**src/rtl/ins_issue_if.sv**
```systemverilog
// Bundle of host, program-memory and decoder-feedback signals around the issue controller.
// The master modport is the controller's view; slave is the surrounding system.
interface ins_issue_if #(
    parameter int INS_W     = 32,
    parameter int IMEMADDRW = 10,
    parameter int DLY_W     = 4
);
    logic                 start;
    logic [IMEMADDRW-1:0] start_addr;
    logic                 stall;
    logic                 imem_en;
    logic [IMEMADDRW-1:0] imem_addr;
    logic [INS_W-1:0]     imem_dout;
    logic [INS_W-1:0]     instruction;
    logic                 dec_delay_src_dst_sel;
    logic [DLY_W-1:0]     dec_delay_src_dst;
    logic                 dec_dst_jmp_addr_sel;
    logic [IMEMADDRW-1:0] dec_dst_jmp_addr;
    logic                 busy;
    logic                 done;
    logic [IMEMADDRW-1:0] pc;

    modport master (
        input  start, start_addr, stall, imem_dout,
               dec_delay_src_dst_sel, dec_delay_src_dst,
               dec_dst_jmp_addr_sel, dec_dst_jmp_addr,
        output imem_en, imem_addr, instruction, busy, done, pc
    );

    modport slave (
        output start, start_addr, stall, imem_dout,
               dec_delay_src_dst_sel, dec_delay_src_dst,
               dec_dst_jmp_addr_sel, dec_dst_jmp_addr,
        input  imem_en, imem_addr, instruction, busy, done, pc
    );
endinterface

```
**src/rtl/ins_issue_ctrl.sv**
```systemverilog
// Issue controller: fetches from synchronous program memory and feeds the decoder one
// instruction or nop per cycle, honouring decoder jumps/delays, external stall and halt.
module ins_issue_ctrl #(
    parameter int INS_W     = 32,
    parameter int IMEMADDRW = 10,
    parameter int DLY_W     = 4
) (
    input logic        clk,
    input logic        rst,
    ins_issue_if.master bus
);
    typedef enum logic [1:0] {IDLE, RUN, WAIT} state_t;

    state_t               r_state;
    logic [INS_W-1:0]     r_ins_q;
    logic                 r_issue_v;
    logic [IMEMADDRW-1:0] r_pc;
    logic [DLY_W-1:0]     r_cnt;
    logic                 r_done;

    logic w_jump, w_delay, w_adv, w_halt, w_fetch_seq;

    // Decoder feedback is only trusted when a real instruction is on the bus.
    assign w_jump  = (r_state == RUN) && r_issue_v && bus.dec_dst_jmp_addr_sel;
    assign w_delay = (r_state == RUN) && r_issue_v && bus.dec_delay_src_dst_sel
                     && (bus.dec_delay_src_dst != '0);

    assign w_adv = ((r_state == RUN)  && !w_jump && !w_delay && !bus.stall) ||
                   ((r_state == WAIT) && (r_cnt == '0) && !bus.stall);
    assign w_halt      = w_adv && (&bus.imem_dout);
    assign w_fetch_seq = w_adv && !w_halt;

    always_comb begin
        bus.imem_en   = 1'b0;
        bus.imem_addr = r_pc;
        if (r_state == IDLE) begin
            bus.imem_en   = bus.start;
            bus.imem_addr = bus.start_addr;
        end else if (w_jump) begin
            bus.imem_en   = 1'b1;
            bus.imem_addr = bus.dec_dst_jmp_addr;
        end else if (w_fetch_seq) begin
            bus.imem_en   = 1'b1;
        end
    end

    always_ff @(posedge clk or posedge rst) begin
        if (rst) begin
            r_state   <= IDLE;
            r_ins_q   <= '0;
            r_issue_v <= 1'b0;
            r_pc      <= '0;
            r_cnt     <= '0;
            r_done    <= 1'b0;
        end else begin
            r_done <= 1'b0;
            if (r_state == IDLE) begin
                r_ins_q   <= '0;
                r_issue_v <= 1'b0;
                if (bus.start) begin
                    r_pc    <= bus.start_addr + IMEMADDRW'(1);
                    r_state <= RUN;
                end
            end else begin
                if (w_jump)
                    r_pc <= bus.dec_dst_jmp_addr + IMEMADDRW'(1);
                else if (w_fetch_seq)
                    r_pc <= r_pc + IMEMADDRW'(1);

                if (w_halt) begin
                    r_ins_q   <= '0;
                    r_issue_v <= 1'b0;
                    r_state   <= IDLE;
                    r_done    <= 1'b1;
                end else if (w_adv) begin
                    r_ins_q   <= bus.imem_dout;
                    r_issue_v <= 1'b1;
                    r_state   <= RUN;
                end else begin
                    r_ins_q   <= '0;
                    r_issue_v <= 1'b0;
                    if (w_delay) begin
                        r_cnt   <= bus.dec_delay_src_dst - DLY_W'(1);
                        r_state <= WAIT;
                    end else if ((r_state == WAIT) && (r_cnt != '0)) begin
                        r_cnt <= r_cnt - DLY_W'(1);
                    end
                end
            end
        end
    end

    assign bus.instruction = r_ins_q;
    assign bus.busy        = (r_state != IDLE);
    assign bus.done        = r_done;
    assign bus.pc          = r_pc;
endmodule

```
**src/flat_wrapper.sv**
```systemverilog
// flat-port wrapper written by rule: the top's interface ports become plain ports
module ins_issue_ctrl_flat 
#(
    parameter int INS_W     = 32,
    parameter int IMEMADDRW = 10,
    parameter int DLY_W     = 4
)
  (clk, rst, bus_start, bus_start_addr, bus_stall, bus_imem_dout, bus_dec_delay_src_dst_sel, bus_dec_delay_src_dst, bus_dec_dst_jmp_addr_sel, bus_dec_dst_jmp_addr, bus_imem_en, bus_imem_addr, bus_instruction, bus_busy, bus_done, bus_pc);
  ins_issue_if #(.INS_W(INS_W), .IMEMADDRW(IMEMADDRW), .DLY_W(DLY_W)) bus_i ();
  input logic clk;
  input logic rst;
  input wire logic [$bits(bus_i.start)-1:0] bus_start;
  input wire logic [$bits(bus_i.start_addr)-1:0] bus_start_addr;
  input wire logic [$bits(bus_i.stall)-1:0] bus_stall;
  input wire logic [$bits(bus_i.imem_dout)-1:0] bus_imem_dout;
  input wire logic [$bits(bus_i.dec_delay_src_dst_sel)-1:0] bus_dec_delay_src_dst_sel;
  input wire logic [$bits(bus_i.dec_delay_src_dst)-1:0] bus_dec_delay_src_dst;
  input wire logic [$bits(bus_i.dec_dst_jmp_addr_sel)-1:0] bus_dec_dst_jmp_addr_sel;
  input wire logic [$bits(bus_i.dec_dst_jmp_addr)-1:0] bus_dec_dst_jmp_addr;
  output wire logic [$bits(bus_i.imem_en)-1:0] bus_imem_en;
  output wire logic [$bits(bus_i.imem_addr)-1:0] bus_imem_addr;
  output wire logic [$bits(bus_i.instruction)-1:0] bus_instruction;
  output wire logic [$bits(bus_i.busy)-1:0] bus_busy;
  output wire logic [$bits(bus_i.done)-1:0] bus_done;
  output wire logic [$bits(bus_i.pc)-1:0] bus_pc;
  assign bus_i.start = bus_start;
  assign bus_i.start_addr = bus_start_addr;
  assign bus_i.stall = bus_stall;
  assign bus_i.imem_dout = bus_imem_dout;
  assign bus_i.dec_delay_src_dst_sel = bus_dec_delay_src_dst_sel;
  assign bus_i.dec_delay_src_dst = bus_dec_delay_src_dst;
  assign bus_i.dec_dst_jmp_addr_sel = bus_dec_dst_jmp_addr_sel;
  assign bus_i.dec_dst_jmp_addr = bus_dec_dst_jmp_addr;
  assign bus_imem_en = bus_i.imem_en;
  assign bus_imem_addr = bus_i.imem_addr;
  assign bus_instruction = bus_i.instruction;
  assign bus_busy = bus_i.busy;
  assign bus_done = bus_i.done;
  assign bus_pc = bus_i.pc;
  ins_issue_ctrl #(.INS_W(INS_W), .IMEMADDRW(IMEMADDRW), .DLY_W(DLY_W)) u_core (.clk(clk), .rst(rst), .bus(bus_i));
endmodule
```
**config.mk**
```make
export PLATFORM = sky130hd
export DESIGN_NAME = ins_issue_ctrl_flat
export DESIGN_NICKNAME = d
export VERILOG_FILES = /design/src/rtl/ins_issue_if.sv /design/src/rtl/ins_issue_ctrl.sv /design/src/flat_wrapper.sv
export SDC_FILE = /design/constraint.sdc
export NUM_CORES = 1
export LEC_CHECK = 0
export ABC_AREA = 1
export CAP_MARGIN = 10
export CORE_MARGIN = 2
export CORE_UTILIZATION = 46
export CTS_CLUSTER_DIAMETER = 150
export DETAILED_ROUTE_END_ITERATION = 6
export PLACE_DENSITY = 0.86
export SLEW_MARGIN = 20
export SYNTH_ARGS = -nofsm -noshare
export SYNTH_HDL_FRONTEND = slang
export SYNTH_SLANG_ARGS = --single-unit
export TNS_END_PERCENT = 20
```
**constraint.sdc**
```tcl
create_clock -name clk -period 3.6 [get_ports clk]
set_input_delay 0.36 -clock clk [delete_from_list [all_inputs] [get_ports clk]]
set_output_delay 0.36 -clock clk [all_outputs]
set_load 0.05 [all_outputs]
```
==> metrics.csv <==
stage,metric,value,unit
global_routing,largest net degree at the start of global routing,51,
timing,Hold Fails Final Rpt,0,
global_routing,initial antenna violation count,0,
finish,fin area,0.003945,mm2
drt,DRC violations left,0,
drt,Routed Antenna Nets,0,
floorplan,die outline width,80.67,um
setup_path,critical path required time,3240,ps
synthesis,Netlist Area Pre-Place,0.002704,mm2
synthesis,Synth cell types,35,
timing,RSZ-0062 raised after global routing,false,
synthesis,syn_area_per_cell,8.294,um2
synthesis,number of synthesized flops with an enable pin,0,
hold_path,Hold Crit Class,input port to asynchronous set/reset pin,
timing,setup_tns,0,ps
cts,Setup Buffers After CTS,0,
synthesis,Synth Flop Type,dfrtp_1,
power,PD cells,833.3,mW/mm2
synthesis,top-count cell post-synth,inv_1,
cts,Root Driver,clkbuf_8,
finish,fillers,464,
setup_path,Critical Path AT,2730,ps
run_status,status,completed,
setup_path,type of origin of the critical path,flip-flop,
finish,area of the multi-input gates,0.001087,mm2
global_routing,Total GRT Usage,0.2205,
drt,top sig layer,met4,
drt,WL/cell,13.34,um
floorplan,Die ar.,0.006507,mm2
timing,Slew @ Worst Pin,845.5,ps
floorplan,Die H,80.67,um
cts,buffer levels on the longest clock path,2,
cts,Clock Sinks,50,
timing,fin crit share,0.8586,
global_routing,number of global-route vias before repair,2409,
drt,DR WL met3,380,um
power,total power,3.287,mW
synthesis,cells after synthesis,326,
cts,total CTS buffers,5,
timing,worst clock skew,8.232,ps
drt,Met1 Wirelength,2.685,mm
place,IO buf count,116,
synthesis,Syn Nets,390,
setup_path,Setup Crit Path Kind,flip-flop to output pin,
global_routing,total gr overflow,0,
place,area post-placement,0.003861,mm2
finish,Reg area,0.001251,mm2
place,gpl congestion,0.8756,
setup_path,WP buf/inv,2,
synthesis,post-synthesis register bit count,50,
drt,met2 routed WL,3.608,mm
setup_path,CP cell instances,"nor2_2, inv_2, o21ai_0, clkdlybuf4s50_1",
drt,Pre-antenna DRT Iters,4,
floorplan,row cnt,27,
drt,via/cell ratio,4.857,
timing,final setup fails,0,
cts,Hold Buf Count CTS,0,
cts,clock latency on the worst-skew pair,300,ps
place,post-detail-place hpwl,5.330,mm
timing,Worst slew margin,0.4357,
timing,max-slew violation count,0,
timing,Worst Hold Slack,529.4,ps
finish,final core area utilization,0.7035,
drt,WL final,6.817,mm
finish,layout cell share with drive strength beyond 1,0.1230,
floorplan,# IOs,117,
timing,fmax,323.5,MHz
cts,cts repair resizes,0,
setup_path,CP top delay family,buffers and inverters,
synthesis,"FFs w/ async S/R, synth",1.000,
synthesis,synth top area cells,"dfrtp_1 (46%), inv_1 (9.3%), nand2_1 (7.9%)",
setup_path,kind of end point of the critical path,output pin,
setup_path,CP max FO,15,
power,Static Leak,1.953,nW
finish,# nets final,503,
finish,antenna cells,0,
power,Worst VDD drop,0.0006002,V
cts,clock transition at the registers of the reported paths,90,ps
finish,synthesis-to-layout area growth,45.90,%
drt,DR iter-0 viols,79,
flow_run,Max-cap violations,0,
global_routing,first-pass GRT wire length,10.94,mm
synthesis,Yosys top cell by area,dfrtp_1,
cts,CTS tree,built,
synthesis,Syn. warnings,0,
floorplan,Starting Density,0.4822,
timing,crit path time final,3091,ps
drt,via count,2482,
setup_path,CP max-delay cell,clkdlybuf4s50_1,
cts,H-tree Lvls,2,
synthesis,post-synth top area share,0.4627,
synthesis,synth cell count leaders,"inv_1 (67), nand2_1 (57), dfrtp_1 (50)",
floorplan,Core Area,0.005608,mm2
setup_path,crit-path max cell delay,870,ps
synthesis,sequential-to-total area share from yosys stat,0.4627,
-- layer usage --
layer	vias to the layer above	GRT usage
li1	1229	-
met1	1154	0.2636
met2	88	0.3983
met3	11	0.02472
met4	0	0.09322
met5	-	0
-- worst reg2reg max path: cells and delay by family (launching register included) --
family / cells / cell delay (ps)
AOI/OAI and AO/OA: 1 / 60
adders and majority gates: 1 / 230
buffers and inverters: 1 / 270
DFF: 1 / 490
and+or+nand+nor: 8 / 1160
-- area by class of cell --
type / count / share of cell area
clock buffer: 5 / 0.01744
clock inverter: 2 / 0.003489
inverter: 71 / 0.06787
multi-input combinational: 194 / 0.2756
sequential: 50 / 0.3172
tap: 72 / 0.02284
timing repair buffer: 117 / 0.2956
-- cells by family after synthesis --
kind of cell             share of synthesized area
AO/OA/AOI/OAI                              0.06479
adder cells (fa/ha/maj)                   0.009253
AND/OR/NAND/NOR                             0.3216
XOR/XNOR                                  0.006480
buffers and inverters                       0.1351
flip-flops                                  0.4627
-- flip-flops by register name (all words and copies together) (netlist names) --
signal	flops
u_core.r_cnt	4
u_core.bus.done	1
u_core.r_issue_v	1
u_core.bus.instruction	32
u_core.bus.pc	10
u_core.r_state	2
-- final timing paths --
path / start / to / slack, ps / cells after the start
min reg2reg: u_core.bus.pc[4]$_DFFE_PP0P_ / u_core.bus.pc[4]$_DFFE_PP0P_ / 550 / 2
max reg2reg: u_core.r_state[1]$_DFFE_PP0P_ / u_core.bus.pc[4]$_DFFE_PP0P_ / 1290 / 11
max in group asynchronous: rst / u_core.r_state[0]$_DFFE_PP0P_ / 2570 / 2
min: rst / u_core.bus.instruction[18]$_DFF_PP0_ / 530 / 2
min in group clk: u_core.bus.pc[4]$_DFFE_PP0P_ / u_core.bus.pc[4]$_DFFE_PP0P_ / 550 / 2
max: u_core.r_state[1]$_DFFE_PP0P_ / bus_imem_addr[9] / 510 / 4
-- per-stage QoR --
stage	worst slack [ps]	instances
2_1_floorplan	1069	326
5_1_grt	285.1	511
3_3_place_gp	622.9	504
4_1_cts	498.8	511
3_5_place_dp	580.7	504
6_report	509.2	511
-- where the power goes --
part           total (mW)  leakage (nW)  switching [mW]  internal [mW]
registers           0.815         0.656          0.0995          0.715
clock network       0.316        0.0444           0.182          0.134
logic                2.16          1.25            1.46          0.693
total                3.29          1.95            1.74           1.54
-- cells in the final DEF, fill, tap and decap left out --
master / netlist / layout
o21ai_0: 5 / 5
nor3_1: 1 / 1
nand4_4: 2 / 2
nand3_2: 8 / 8
clkbuf_8: 1 / 5
nor4_1: 1 / 1
nor2_4: 1 / 1
a21oi_1: 2 / 2
nor2_8: 1 / 1
or2_2: 2 / 2
nand2_1: 57 / 57
o21ai_1: 5 / 5
nand3_4: 1 / 1
nand4_1: 18 / 18
inv_2: 4 / 4
xor2_1: 2 / 2
buf_4: 4 / 2
a21oi_2: 1 / 1
nor2_1: 45 / 45
nand2_4: 2 / 2
inv_6: 0 / 1
nor2_2: 5 / 5
ha_1: 2 / 2
nand3b_1: 1 / 1
inv_1: 67 / 66
nand3_1: 12 / 12
and2_0: 1 / 1
nand2_2: 7 / 7
o21ai_4: 1 / 1
o211ai_1: 1 / 1
nor3b_1: 1 / 1
o22ai_2: 1 / 1
clkdlybuf4s50_1: 0 / 115
dfrtp_1: 50 / 50
clkinv_2: 0 / 2
o21ai_2: 8 / 8
Power figures use the tool's default switching activity.
==> RTL edit 1, RTL diff (same settings) <==
The 3 states of `state_t` get a one-hot encoding in 3 bits.
--- a/src/rtl/ins_issue_ctrl.sv
+++ b/src/rtl/ins_issue_ctrl.sv
@@ -10,5 +10,5 @@
     ins_issue_if.master bus
 );
-    typedef enum logic [1:0] {IDLE, RUN, WAIT} state_t;
+    typedef enum logic [2:0] {IDLE = 3'b001, RUN = 3'b010, WAIT = 3'b100} state_t;
 
     state_t               r_state;
Function: same outputs for any inputs over 10 cycles, from zero or initial values and one cycle with rst high; not proved beyond that.
==> RTL edit 1 against the original RTL <==
Global-route usage is 0.44 points higher. Sequential share of layout area grew 0.42 points. Sequential cell count increased by 1. Final area increased by 0.76%. Worst setup slack better by 0.051 ns. Power shrank 1.6%. Wire length up 4.0%. Synthesized area down 0.51%.
==> RTL edit 1: results (changes against the original RTL) <==
global_routing:
  grt_pass1_wl_um: 11200  # was 10900 um
  groute.layer.met1.usage: 0.264  # about the same
  grt_use_total: 0.225  # was 0.220
  met3_usage: 0.0674  # was 0.0247
  grt_pass1_vias: 2398  # was 2409
  grt_start_max_net_pins: 52  # was 51
route:
  wl_met1_um: 2770  # was 2690 um
  wl_met2_um: 3610  # about the same
  vias_per_cell: 4.83  # was 4.86
  drt-total-wl_um: 7090  # was 6820 um
  drt_pass1_iterations: 6  # was 4
  vias: 2540  # was 2482
  drtIter0Drc: 131  # was 79
power_and_ir_drop:
  power.share.switching: 0.528  # was 0.531
  ir_worst_vdd_uv: 449  # was 600 uV
sta:
  finClkSkew_ns: 0.00407  # was 0.00823 ns
  holdWs_ns: 0.515  # was 0.529 ns
  worst-slew-pin-transition_ns: 0.869  # was 0.845 ns
synthesis:
  synth_cells: 337  # was 326
  synth_cell_types: 32  # was 35
  synth.net_count: 401  # was 390
  synthAdderAreaFrac: 0.00930  # was 0.00925
  synthXorXnorAreaFrac: 0.00977  # was 0.00648
  synthTopCellsByCount: "73 x inv_1, 58 x nand2_1, 50 x dfrtp_1, 50 x nor2_1, 19 x nand3_1"  # was 67 x inv_1, 57 x nand2_1, 50 x dfrtp_1, 45 x nor2_1, 18 x nand4_1
  yosysSeqAreaShare: 0.475  # was 0.463
  synth_compound_area_frac: 0.0498  # was 0.0648
outcome:
  status: "completed"  # unchanged
critical_path:
  critPathMaxStageDelay_ns: 0.85  # was 0.87 ns
  rr_startpoint: "u_core.r_state[2]"  # was u_core.r_state[1]
  crit_arrival_ns: 2.68  # was 2.73 ns
  reg2reg_to: "u_core.bus.pc[6]"  # was u_core.bus.pc[4]
  crit_fanout: 6  # was 15
placement:
  place_inst: 518  # was 504
  place_area_sq_um: 3890  # was 3860 sq um
  gp_congestion: 0.881  # was 0.876
  hpwl_um: 5480  # was 5330 um
finish:
  drive_above_1_share: 0.104  # was 0.123
cts:
  cts_setup_buffers: 0  # unchanged
RTL edit 1: worst max-delay path by stage:
stage	startpoint	to	slack, ns	depth (start not counted)
after floorplan	u_core.r_state[0]	u_core.bus.pc[9]	1.36	8
after global placement	bus_dec_dst_jmp_addr_sel	bus_imem_addr[9]	0.69	7
after detailed placement	bus_dec_dst_jmp_addr_sel	bus_imem_addr[9]	0.60	7
after CTS	u_core.r_state[2]	bus_imem_en	0.58	9
after global routing	u_core.r_state[2]	bus_imem_en	0.40	9
final	bus_dec_dst_jmp_addr_sel	bus_imem_addr[9]	0.56	7
RTL edit 1: critical path, delay by kind of cell:
family / cells / cell delay, ns
AND/OR/NAND/NOR: 2 / 0.50
AO/OA/AOI/OAI: 2 / 0.26
buffers and inverters: 3 / 1.56
RTL edit 1: cell type report:
type / count / area, sq um
well taps: 72 / 90.1
flip-flops and latches: 51 / 1280
inverters: 77 / 290
multi-input cells: 202 / 1070
clock inverters: 1 / 7.51
clock buffers: 7 / 76.3
fillers: 444 / 1600
repair buffers: 116 / 1160
==> RTL edit 2, RTL diff (same flow settings) <==
Without the edit above. `DLY_W` is set to 4 in 3 places; all go to 5.
--- a/src/rtl/ins_issue_if.sv
+++ b/src/rtl/ins_issue_if.sv
@@ -4,5 +4,5 @@
     parameter int INS_W     = 32,
     parameter int IMEMADDRW = 10,
-    parameter int DLY_W     = 4
+    parameter int DLY_W     = 5
 );
     logic                 start;
--- a/src/rtl/ins_issue_ctrl.sv
+++ b/src/rtl/ins_issue_ctrl.sv
@@ -4,5 +4,5 @@
     parameter int INS_W     = 32,
     parameter int IMEMADDRW = 10,
-    parameter int DLY_W     = 4
+    parameter int DLY_W     = 5
 ) (
     input logic        clk,
--- a/src/flat_wrapper.sv
+++ b/src/flat_wrapper.sv
@@ -4,5 +4,5 @@
     parameter int INS_W     = 32,
     parameter int IMEMADDRW = 10,
-    parameter int DLY_W     = 4
+    parameter int DLY_W     = 5
 )
   (clk, rst, bus_start, bus_start_addr, bus_stall, bus_imem_dout, bus_dec_delay_src_dst_sel, bus_dec_delay_src_dst, bus_dec_dst_jmp_addr_sel, bus_dec_dst_jmp_addr, bus_imem_en, bus_imem_addr, bus_instruction, bus_busy, bus_done, bus_pc);
Ports: changed (resized bus_dec_delay_src_dst); port bits go from 117 to 118. No check against the original RTL was run, so the function may have changed too.
==> RTL edit 2 against the original RTL <==
Sequential share of layout area decreased by 0.54 points. Largest cell class unchanged. Worst setup slack got worse by 0.084 ns. Global-route usage increased by 0.17 points. Combinational power increased by 8%. Highest routed layer unchanged. Power increased by 7.5%. Synthesized area increased by 4.1%. Critical endpoint is now bus_imem_addr[3]. Synthesized cell count increased by 8.9%. Die area increased by 3.9%. Wire length increased by 5.1%. Count of clock-buffer cells in the layout increased by 2. Final area increased by 3.8%. Clock skew increased by 0.0066 ns. Sequential cell count increased by 1.
==> RTL edit 2: results (changes against the original RTL) <==
sta:
  holdWs_ns: 0.526  # was 0.529 ns
  slew-limit-headroom: 0.435  # was 0.436
  hold_viol: 0  # unchanged
  post-route-min-period_ns: 3.17  # was 3.09 ns
  finClkSkew_ns: 0.0148  # was 0.00823 ns
finish:
  drive_above_1_share: 0.109  # was 0.123
  nets: 533  # was 503
critical_path:
  rr_startpoint: "u_core.r_state[0]"  # was u_core.r_state[1]
  crit_arrival_ns: 2.81  # was 2.73 ns
  reg2reg_slack_ns: 1.18  # was 1.29 ns
  endpoint: "bus_imem_addr[3]"  # was bus_imem_addr[9]
  startpoint: "bus_dec_dst_jmp_addr_sel"  # was u_core.r_state[1]
  crit_fanout: 16  # was 15
  reg2reg_to: "u_core.bus.pc[8]"  # was u_core.bus.pc[4]
outcome:
  status: "completed"  # unchanged
route:
  vias: 2660  # was 2482
  drt-total-wl_um: 7160  # was 6820 um
  drtIter0Drc: 174  # was 79
synthesis:
  yosysSeqAreaShare: 0.453  # was 0.463
  synthTopCellsByCount: "69 x nand2_1, 65 x inv_1, 51 x dfrtp_1, 45 x nor2_1, 23 x nand3_1"  # was 67 x inv_1, 57 x nand2_1, 50 x dfrtp_1, 45 x nor2_1, 18 x nand4_1
  avgSynthCellArea_sq_um: 7.93  # was 8.29 sq um
  synth.net_count: 420  # was 390
placement:
  place_inst: 536  # was 504
  portBuffers: 117  # was 116
  hpwl_um: 5600  # was 5330 um
  dp_worst_setup_slack_ns: 0.460  # was 0.581 ns
global_routing:
  grt_use_total: 0.222  # was 0.220
  grt_util_met2: 0.377  # was 0.398
  met3_usage: 0.0511  # was 0.0247
  grt_pass1_wl_um: 11500  # was 10900 um
  grt_start_max_net_pins: 52  # was 51
power_and_ir_drop:
  ir_worst_vdd_uv: 545  # was 600 uV
RTL edit 2: cell type report:
cell class / count / area (sq um)
Sequential cell: 51 / 1280
Fill cell: 462 / 1830
Clock buffer: 7 / 86.3
Clock inverter: 1 / 8.76
Timing Repair Buffer: 118 / 1180
Multi-Input combinational cell: 222 / 1190
Tap cell: 75 / 93.8
Inverter: 70 / 264
RTL edit 2: power by group:
| part | switching [mW] | total [mW] | leakage, nW | internal, mW |
|---|---|---|---|---|
| clock network | 0.182 | 0.340 | 0.0484 | 0.158 |
| registers | 0.112 | 0.850 | 0.672 | 0.738 |
| logic | 1.60 | 2.34 | 1.30 | 0.741 |
RTL edit 2: metal layers:
layer	up-vias	wire (um)
li1	1331	-
met1	1229	2970
met2	94	3530
met3	6	561
met4	0	98
met5	-	0
RTL edit 2: stage by stage:
stage / util / cell area [sq um]
2_1_floorplan: - / 2820
3_3_place_gp: 0.675 / 4000
3_5_place_dp: 0.675 / 4000
4_1_cts: 0.691 / 4090
5_1_grt: 0.691 / 4090
6_report: 0.691 / 4090
RTL edit 2: kinds of logic (layout without fill, tap and decap cells):
| family | after synthesis | count (layout) | share of synthesized area |
|---|---|---|---|
| simple gates | 192 | 192 | 0.348 |
| fa+ha+maj | 2 | 2 | 0.00889 |
| buf+inv | 82 | 196 | 0.124 |
| compound gates | 28 | 28 | 0.0653 |
| flops | 51 | 51 | 0.453 |
RTL edit 2: worst max-delay path: stages:
cell and delay (ns):
clkdlybuf4s50_1 0.73, nand4_4 0.34, nand2_1 0.15, nand2_1 0.08, o21ai_2 0.28, clkdlybuf4s50_1 0.87
